## src/rtl/uart_rx_frame.sv

```systemverilog
// UART receiver: two-flop line synchroniser, mid-bit sampling FSM and a
// valid/ready holding register with framing, parity and overrun reporting.
module uart_rx_frame #(
    parameter int CLKS_PER_BIT = 10417,
    parameter int DATA_BITS    = 8,
    parameter int PARITY       = 0,
    parameter int STOP_BITS    = 1
) (
    input  logic                 clk,
    input  logic                 reset,
    input  logic                 rx_in,
    output logic [DATA_BITS-1:0] rx_data,
    output logic                 rx_valid,
    input  logic                 rx_ready,
    output logic                 frame_err,
    output logic                 parity_err,
    output logic                 overrun,
    output logic                 busy
);

    localparam int TW = $clog2(CLKS_PER_BIT);
    localparam logic [TW-1:0] TICK_FULL = TW'(CLKS_PER_BIT - 1);
    localparam logic [TW-1:0] TICK_HALF = TW'(CLKS_PER_BIT / 2 - 1);
    localparam logic [3:0]    LAST_DATA = 4'(DATA_BITS - 1);
    localparam logic [3:0]    LAST_STOP = 4'(STOP_BITS - 1);

    generate
        if (CLKS_PER_BIT < 4 || DATA_BITS < 5 || DATA_BITS > 9 ||
            PARITY < 0 || PARITY > 2 || STOP_BITS < 1 || STOP_BITS > 2) begin : g_bad_param
            $error("uart_rx_frame: parameter out of range");
        end
    endgenerate

    typedef enum logic [2:0] {
        S_IDLE,
        S_START,
        S_DATA,
        S_PARITY,
        S_STOP,
        S_BREAK
    } state_t;

    state_t state;
    state_t state_next;

    logic                 sync_p0;
    logic                 rxs;
    logic [TW-1:0]        tick;
    logic [3:0]           bit_cnt;
    logic [DATA_BITS-1:0] shift;
    logic                 par_bad;
    logic                 stop_bad;

    logic                 tick_done;
    logic                 sample_data;
    logic                 sample_par;
    logic                 sample_stop;
    logic                 frame_done;

    logic                 done_p1;
    logic [DATA_BITS-1:0] word_p1;
    logic                 fe_p1;
    logic                 pe_p1;
    logic                 load;

    // Returns 1 when the data word plus received parity bit disagree with the mode.
    function automatic logic parity_fail(input logic [DATA_BITS-1:0] d, input logic p);
        logic x;
        x = (^d) ^ p;
        if (PARITY == 1)
            return ~x;
        else if (PARITY == 2)
            return x;
        else
            return 1'b0;
    endfunction

    // ---- stage p0: line synchroniser
    always_ff @(posedge clk) begin
        if (reset) begin
            sync_p0 <= 1'b1;
            rxs     <= 1'b1;
        end else begin
            sync_p0 <= rx_in;
            rxs     <= sync_p0;
        end
    end

    always_ff @(posedge clk) begin
        if (reset)
            state <= S_IDLE;
        else
            state <= state_next;
    end

    always_comb begin
        state_next  = state;
        tick_done   = 1'b0;
        sample_data = 1'b0;
        sample_par  = 1'b0;
        sample_stop = 1'b0;
        frame_done  = 1'b0;
        case (state)
            S_IDLE: begin
                if (!rxs)
                    state_next = S_START;
            end
            S_START: begin
                tick_done = (tick == TICK_HALF);
                if (tick_done)
                    state_next = rxs ? S_IDLE : S_DATA;
            end
            S_DATA: begin
                tick_done   = (tick == TICK_FULL);
                sample_data = tick_done;
                if (tick_done && bit_cnt == LAST_DATA)
                    state_next = (PARITY != 0) ? S_PARITY : S_STOP;
            end
            S_PARITY: begin
                tick_done  = (tick == TICK_FULL);
                sample_par = tick_done;
                if (tick_done)
                    state_next = S_STOP;
            end
            S_STOP: begin
                tick_done   = (tick == TICK_FULL);
                sample_stop = tick_done;
                if (tick_done && bit_cnt == LAST_STOP) begin
                    frame_done = 1'b1;
                    // Leaving half a bit early lets the next start edge be caught.
                    state_next = rxs ? S_IDLE : S_BREAK;
                end
            end
            S_BREAK: begin
                if (rxs)
                    state_next = S_IDLE;
            end
            default: state_next = S_IDLE;
        endcase
    end

    always_ff @(posedge clk) begin
        if (reset || state_next != state || tick_done || state == S_IDLE || state == S_BREAK)
            tick <= '0;
        else
            tick <= tick + TW'(1);
    end

    always_ff @(posedge clk) begin
        if (reset || state_next != state)
            bit_cnt <= '0;
        else if (sample_data || sample_stop)
            bit_cnt <= bit_cnt + 4'd1;
    end

    always_ff @(posedge clk) begin
        if (sample_data)
            shift <= {rxs, shift[DATA_BITS-1:1]};
    end

    always_ff @(posedge clk) begin
        if (reset || state == S_IDLE) begin
            par_bad  <= 1'b0;
            stop_bad <= 1'b0;
        end else begin
            if (sample_par)
                par_bad <= parity_fail(shift, rxs);
            if (sample_stop && !rxs)
                stop_bad <= 1'b1;
        end
    end

    // ---- stage p1: completed frame, one cycle after the last stop sample
    always_ff @(posedge clk) begin
        if (reset)
            done_p1 <= 1'b0;
        else
            done_p1 <= frame_done;
    end

    always_ff @(posedge clk) begin
        if (frame_done) begin
            word_p1 <= shift;
            fe_p1   <= stop_bad | ~rxs;
            pe_p1   <= par_bad;
        end
    end

    assign load = done_p1 && (!rx_valid || rx_ready);

    // ---- stage p2: holding register and handshake
    always_ff @(posedge clk) begin
        if (reset) begin
            rx_data    <= '0;
            rx_valid   <= 1'b0;
            frame_err  <= 1'b0;
            parity_err <= 1'b0;
            overrun    <= 1'b0;
        end else begin
            overrun <= done_p1 && rx_valid && !rx_ready;
            if (load) begin
                rx_data    <= word_p1;
                frame_err  <= fe_p1;
                parity_err <= pe_p1;
                rx_valid   <= 1'b1;
            end else if (rx_valid && rx_ready) begin
                rx_valid <= 1'b0;
            end
        end
    end

    assign busy = (state != S_IDLE);

endmodule

```

## config.mk

```make
export PLATFORM = sky130hd
export DESIGN_NAME = uart_rx_frame
export DESIGN_NICKNAME = d
export VERILOG_FILES = /design/src/rtl/uart_rx_frame.sv
export SDC_FILE = /design/constraint.sdc
export NUM_CORES = 1
export LEC_CHECK = 0
export ABC_AREA = 1
export CAP_MARGIN = 20
export CORE_MARGIN = 1
export CORE_UTILIZATION = 54
export DETAILED_ROUTE_END_ITERATION = 12
export PLACE_DENSITY = 0.74
export REMOVE_ABC_BUFFERS = 1
export SYNTH_ARGS = -nofsm -noshare
export SYNTH_HDL_FRONTEND = slang
export SYNTH_SLANG_ARGS = --single-unit
```

## constraint.sdc

```tcl
create_clock -name clk -period 2.85 [get_ports clk]
set_input_delay 0.855 -clock clk [delete_from_list [all_inputs] [get_ports clk]]
set_output_delay 0.855 -clock clk [all_outputs]
set_load 0.03 [all_outputs]
```

==> metrics.yaml, run 1 <==
finalWirelength_um: 4020
max_clock_freq_mhz: 391
grt_pass1_vias: 1648
fin_crit_sh_pct: 89.8
outcome: "completed"
first_iter_violations: 65
ant_nets: 0
power_switching_uw: 287
worstSetupEndpointType: "primary output"
final_util_pct: 62.8
drcViolationCount: 0
drtPass1Iterations: 4
synth_most_common_cell: "nor2_1"
hold_violations: 0
crit_family: "buffers and inverters"
grt_pass1_wl_um: 7130
dpl_worst_slack_ns: 0.604
antenna_found_initial: 0
p_per_area_nw_per_um2: 456
slew_violations: 0
min_path_cells: 1
yosys_warnings: 0
antenna_cells: 0
hold_end: "rxs"
dpl.cell_count: 340
critPathKind: "flip-flop to primary output"
cts_sinks: 53
die_w_um: 69.7
synthTopCellsByCount: "42 x nor2_1, 36 x dfxtp_1, 33 x nand2_1"
nets: 303
syn_area_per_cell_um2: 8.98
yosysTopAreaCell: "dfxtp_1"
cts_hold_buf: 0
grtUsageTotal_pct: 18.5
synth-seq-cells: 53
rsz0062_at_grt: "false"
setup_ws_ns: 0.291
io_pins: 17
async_flop_share_pct: 0
dpl.hpwl_um: 3020
clockRootBuffer: "clkbuf_8"
cp.arrival_ns: 1.70
p_clk_share_pct: 34.5
path_cells: "inv_2 > nand3_1 > clkdlybuf4s50_1"
vias: 1719
ctsResizeCount: 0
ys_seq_area_share_pct: 49.7
wire_per_inst_um: 11.5
yosysUniqueCellTypes: 35
internal_power_uw: 969
yosys-top-cells-area: "dfxtp_1 29%, edfxtp_1 21%, nor2_1 6.4%"
die_h_um: 69.7
start_util_pct: 56.5
synth_area_um2: 2480
cts_setup_buffers: 0
rrSetupSlack_ns: 0.84
pwr-share-comb_pct: 3.5
instances_no_fill: 348
grt_max_degree: 19
std_cell_rows: 24
leakage_nw: 0.979
crit_fanout: 6
coreArea_um2: 4380
sequentialPowerShare_pct: 62.0
path_depth: 3
die_area_um2: 4860
critical_path.max_stage_delay_ns: 0.69
critPathBufInv: 2
finalSetupTns_ns: 0
placed_area_um2: 2660
fillers: 382
area_delta_synth_final_pct: 11.2
cts_tree: "done"
drive_above_1_share_pct: 15.9
via_per_inst: 4.94
setup_violations: 0
clk_pin_slew_ns: 0.10
synth_flop_cell: "dfxtp_1"
drv_cap: 0
synth_top_area_share_pct: 29.1
start_kind: "flip-flop"
cpMaxStageDelayCell: "clkdlybuf4s50_1"
min_from: "sync_p0"
holdCritPathClass: "flip-flop to flip-flop"
place_congestion: 0.893
final_cell_area_um2: 2760
required_ns: 2.00
port_buffers: 15
cts_max_path_buffers: 2
r2r_end: "word_p1[1]"
htree_levels: 2
skew_ns: 0.00595
worstRegToRegCells: 8
reg2reg_from: "tick[0]"
cts_buffers: 5
min_period_ns: 2.56
vdd_drop_max_mv: 0.273
synth_edf_count: 17
switching_share_pct: 22.9
syn_inst: 276
clk_latency_ns: 0.31
grt.overflow.total: 0
-- registers in the layout, summed over array words and instances (netlist names), 3 cells and up --
register / count
bit_cnt: 4
rx_data: 8
shift: 8
state: 3
tick: 14
word_p1: 8
-- layout make-up --
class	count	area, µm²	share of cell area (%)
clock buffers	5	68.8	2.50
multi-input cells	179	1050	38.2
well taps	52	65.1	2.36
inverters	39	148	5.36
repair buffers	17	165	5.99
clock inverters	3	25.0	0.908
flip-flops and latches	53	1230	44.7
-- metrics by stage --
stage / hold WS, ns / power, mW
final: 0.419 / 1.26
after global routing: 0.437 / 1.31
after CTS: 0.423 / 1.27
after detailed placement: 0.399 / 0.840
after global placement: 0.393 / 0.840
after floorplan: 0.389 / 0.825
-- per-layer routing --
layer	vias up	global-route usage [%]	share of wire, %
met5	-	0	0
met4	0	6.89	1.5
met3	6	4.94	3.6
met2	22	31.6	48
met1	774	22.4	47
li1	917	-	-
-- placed cells by master (no fill, tap or decap), types with 3 or more instances in the layout --
master | netlist | layout
nor2_1 | 42 | 42
dfxtp_1 | 36 | 36
nand2_1 | 33 | 33
inv_1 | 31 | 31
nand3_1 | 21 | 21
edfxtp_1 | 17 | 17
clkdlybuf4s50_1 | 0 | 15
nor2_4 | 13 | 13
o21ai_0 | 12 | 12
xor2_1 | 11 | 11
nand4_1 | 6 | 6
nor3_1 | 6 | 6
a21oi_1 | 6 | 6
inv_2 | 5 | 5
clkbuf_8 | 0 | 5
or2_2 | 4 | 4
nand2_2 | 4 | 4
ha_1 | 4 | 4
nor2_2 | 3 | 3
-- power groups by stage --
stage | logic, mW | clock network [mW] | registers (mW)
2_1_floorplan | 0.0301 | 0 | 0.795
3_3_place_gp | 0.0443 | 0 | 0.796
3_5_place_dp | 0.0444 | 0 | 0.796
4_1_cts | 0.0445 | 0.447 | 0.779
5_1_grt | 0.0489 | 0.479 | 0.779
6_report | 0.0442 | 0.433 | 0.779
-- how the worst max path moves through the flow --
| stage | start | end |
|---|---|---|
| 2_1_floorplan | tick[0] | bit_cnt[2] |
| 6_report | state[0] | busy |
| 3_3_place_gp | state[0] | busy |
| 5_1_grt | state[0] | busy |
| 3_5_place_dp | reset | tick[3] |
| 4_1_cts | state[0] | busy |
-- cells by family (layout without fill, tap and decap cells) --
group           count (synthesis)  in the layout  synth area share [%]
flops                          53             53                  49.7
xor+xnor                       13             13                  4.60
other cells                     1              1                 0.151
fa+ha+maj                       4              4                  2.02
compound gates                 21             21                  4.70
simple gates                  140            140                  31.0
buf+inv                        44             64                  7.83
Power figures use the tool's default switching activity.
==> inputs of run 2 (changes only) <==
- CTS_BUF_LIST: unset -> sky130_fd_sc_hd__clkbuf_8
==> results of run 2 <==
No change in the layout: final DEF, timing and power equal those of run 1.
==> inputs of run 3 (changes only) <==
- CTS_CLUSTER_SIZE: unset -> 16
- MAX_ROUTING_LAYER: unset -> met4
- PLACE_DENSITY: 0.74 -> 0.77
- clock period: 2.85 -> 2.2 ns (I/O delays scaled with it)
==> metrics.yaml, run 3 (synthesis gave the netlist of run 1 again) <==
outcome: "completed"
p_per_area_nw_per_um2: 578  # +27%
cts_max_path_buffers: 2  # unchanged
critPathKind: "flip-flop to primary output"
largest-register: "tick"
final_util_pct: 64.6  # +1.8 points
die_h_um: 69.7  # unchanged
min_path_cells: 1  # unchanged
vdd_drop_max_mv: 0.378  # +39%
drive_above_1_share_pct: 17.8  # +1.9 points
antenna_found_initial: 0  # unchanged
min_from: "sync_p0"
hold_end: "rxs"
setup_violations: 0  # unchanged
finalWirelength_um: 4150  # +3.4%
std_cell_rows: 24  # unchanged
cp.arrival_ns: 1.43  # -0.27 ns
hold_violations: 0  # unchanged
placed_area_um2: 2680  # +0.85%
clk_latency_ns: 0.31  # about the same
switching_share_pct: 23.0  # +0.11 points
antenna_cells: 0  # unchanged
hold_ws_ns: 0.416  # -0.00240 ns
start_util_pct: 56.5  # unchanged
internal_power_mw: 1.26  # +30%
port_buffers: 15  # unchanged
final_cell_area_um2: 2830  # +2.8%
start_kind: "flip-flop"
p_clk_share_pct: 34.5  # about the same
required_ns: 1.54  # -0.46 ns
final_common_cell: "nor2_1"
worstSetupEndpointType: "primary output"
vias: 1779  # +3.5%
instances_no_fill: 355  # +2.0%
drcViolationCount: 0  # unchanged
sequentialPowerShare_pct: 61.6  # -0.4 points
crit_fanout: 6  # unchanged
die_area_um2: 4860  # unchanged
place_congestion: 0.823  # -7.8%
grt_pass1_vias: 1689  # +2.5%
r2r_end: "tick[3]"
rrSetupSlack_ns: 0.30  # -0.54 ns
clockRootBuffer: "clkbuf_8"
cts_tree: "done"
fillers: 390  # +2.1%
finalSetupTns_ns: 0  # unchanged
drtPass1Iterations: 4  # unchanged
die_w_um: 69.7  # unchanged
area_delta_synth_final_pct: 14.3
io_pins: 17  # unchanged
slew_violations: 0  # unchanged
clk_pin_slew_ns: 0.10  # about the same
drv_cap: 0  # unchanged
fin_crit_sh_pct: 94.8
path_cells: "inv_2 > nand3_1 > dlygate4sd2_1"
min_period_ns: 2.09
leakage_nw: 1.02  # +4.7%
rsz0062_at_grt: "false"
grt_max_degree: 19  # unchanged
cts_buffers: 5  # unchanged
reg2reg_from: "tick[0]"
cts_hold_buf: 0  # unchanged
grt.overflow.total: 0  # unchanged
cts_sinks: 53  # unchanged
htree_levels: 2  # unchanged
ant_nets: 0  # unchanged
cpMaxStageDelayCell: "dfxtp_1"
setup_ws_ns: 0.115  # -0.177 ns
grt_pass1_wl_um: 7270  # +1.9%
power_switching_uw: 376  # +31%
dpl.cell_count: 343  # +0.88%
skew_ns: 0.00409  # -0.00186 ns
coreArea_um2: 4380  # unchanged
max_clock_freq_mhz: 480
critical_path.max_stage_delay_ns: 0.47  # -0.22 ns
first_iter_violations: 46  # -29%
holdCritPathClass: "flip-flop to flip-flop"
wire_per_inst_um: 11.7  # +1.4%
layout_common_cells: "42 x nor2_1, 36 x dfxtp_1, 33 x nand2_1"
nets: 310  # +2.3%
finalPower_mw: 1.64  # +30%
dpl.hpwl_um: 3110  # +2.8%
worstRegToRegCells: 10  # +2
grtUsageTotal_pct: 19.6  # +1.1 points
pwr-share-comb_pct: 3.9  # +0.4 points
dpl_worst_slack_ns: 0.176  # -0.427 ns
via_per_inst: 5.01  # +1.4%
largest_register_ff_count: 14  # unchanged
==> run 3: power groups by stage <==
| stage | Sequential [mW] | Clock [mW] | Combinational, mW |
|---|---|---|---|
| floorplan | 1.03 | 0 | 0.0389 |
| global placement | 1.03 | 0 | 0.0568 |
| detailed placement | 1.03 | 0 | 0.0582 |
| CTS | 1.01 | 0.584 | 0.0577 |
| global route | 1.01 | 0.609 | 0.0699 |
| finish | 1.01 | 0.566 | 0.0633 |
==> run 3: layout make-up <==
type,count,area [µm²],share of cell area [%]
clock inverters,3,26.3,0.928
flip-flops and latches,53,1230,43.5
well taps,52,65.1,2.30
repair buffers,24,241,8.52
multi-input cells,179,1050,37.1
clock buffers,5,68.8,2.43
inverters,39,148,5.21
==> run 3: worst max-delay path, delay by kind of cell, from the launching register on <==
| family | cells | cell delay, ns |
|---|---|---|
| buffers and inverters | 2 | 0.51 |
| and+or+nand+nor | 1 | 0.13 |
| DFF | 1 | 0.47 |
==> run 3: per-layer routing <==
layer  GRT usage (%)  share of wire [%]
met1            22.1                 44
met3            4.07                3.7
met4            8.44                1.8
met5               -                  0
met2            33.8                 50
==> run 3: worst max-delay path by stage <==
stage	startpoint	endpoint	slack, ns	cells after the start
6_report	state[0]	busy	0.11	3
3_3_place_gp	state[0]	busy	0.20	3
4_1_cts	state[0]	busy	0.10	3
3_5_place_dp	reset	tick[3]	0.18	6
5_1_grt	state[0]	busy	0.07	3
2_1_floorplan	tick[0]	bit_cnt[2]	0.24	9
==> run 3: repair_timing <==
action	in CTS	in global routing
setup endpoints to repair	1	6
resized for setup	1	0
setup buffers	0	4
pin swaps	0	1
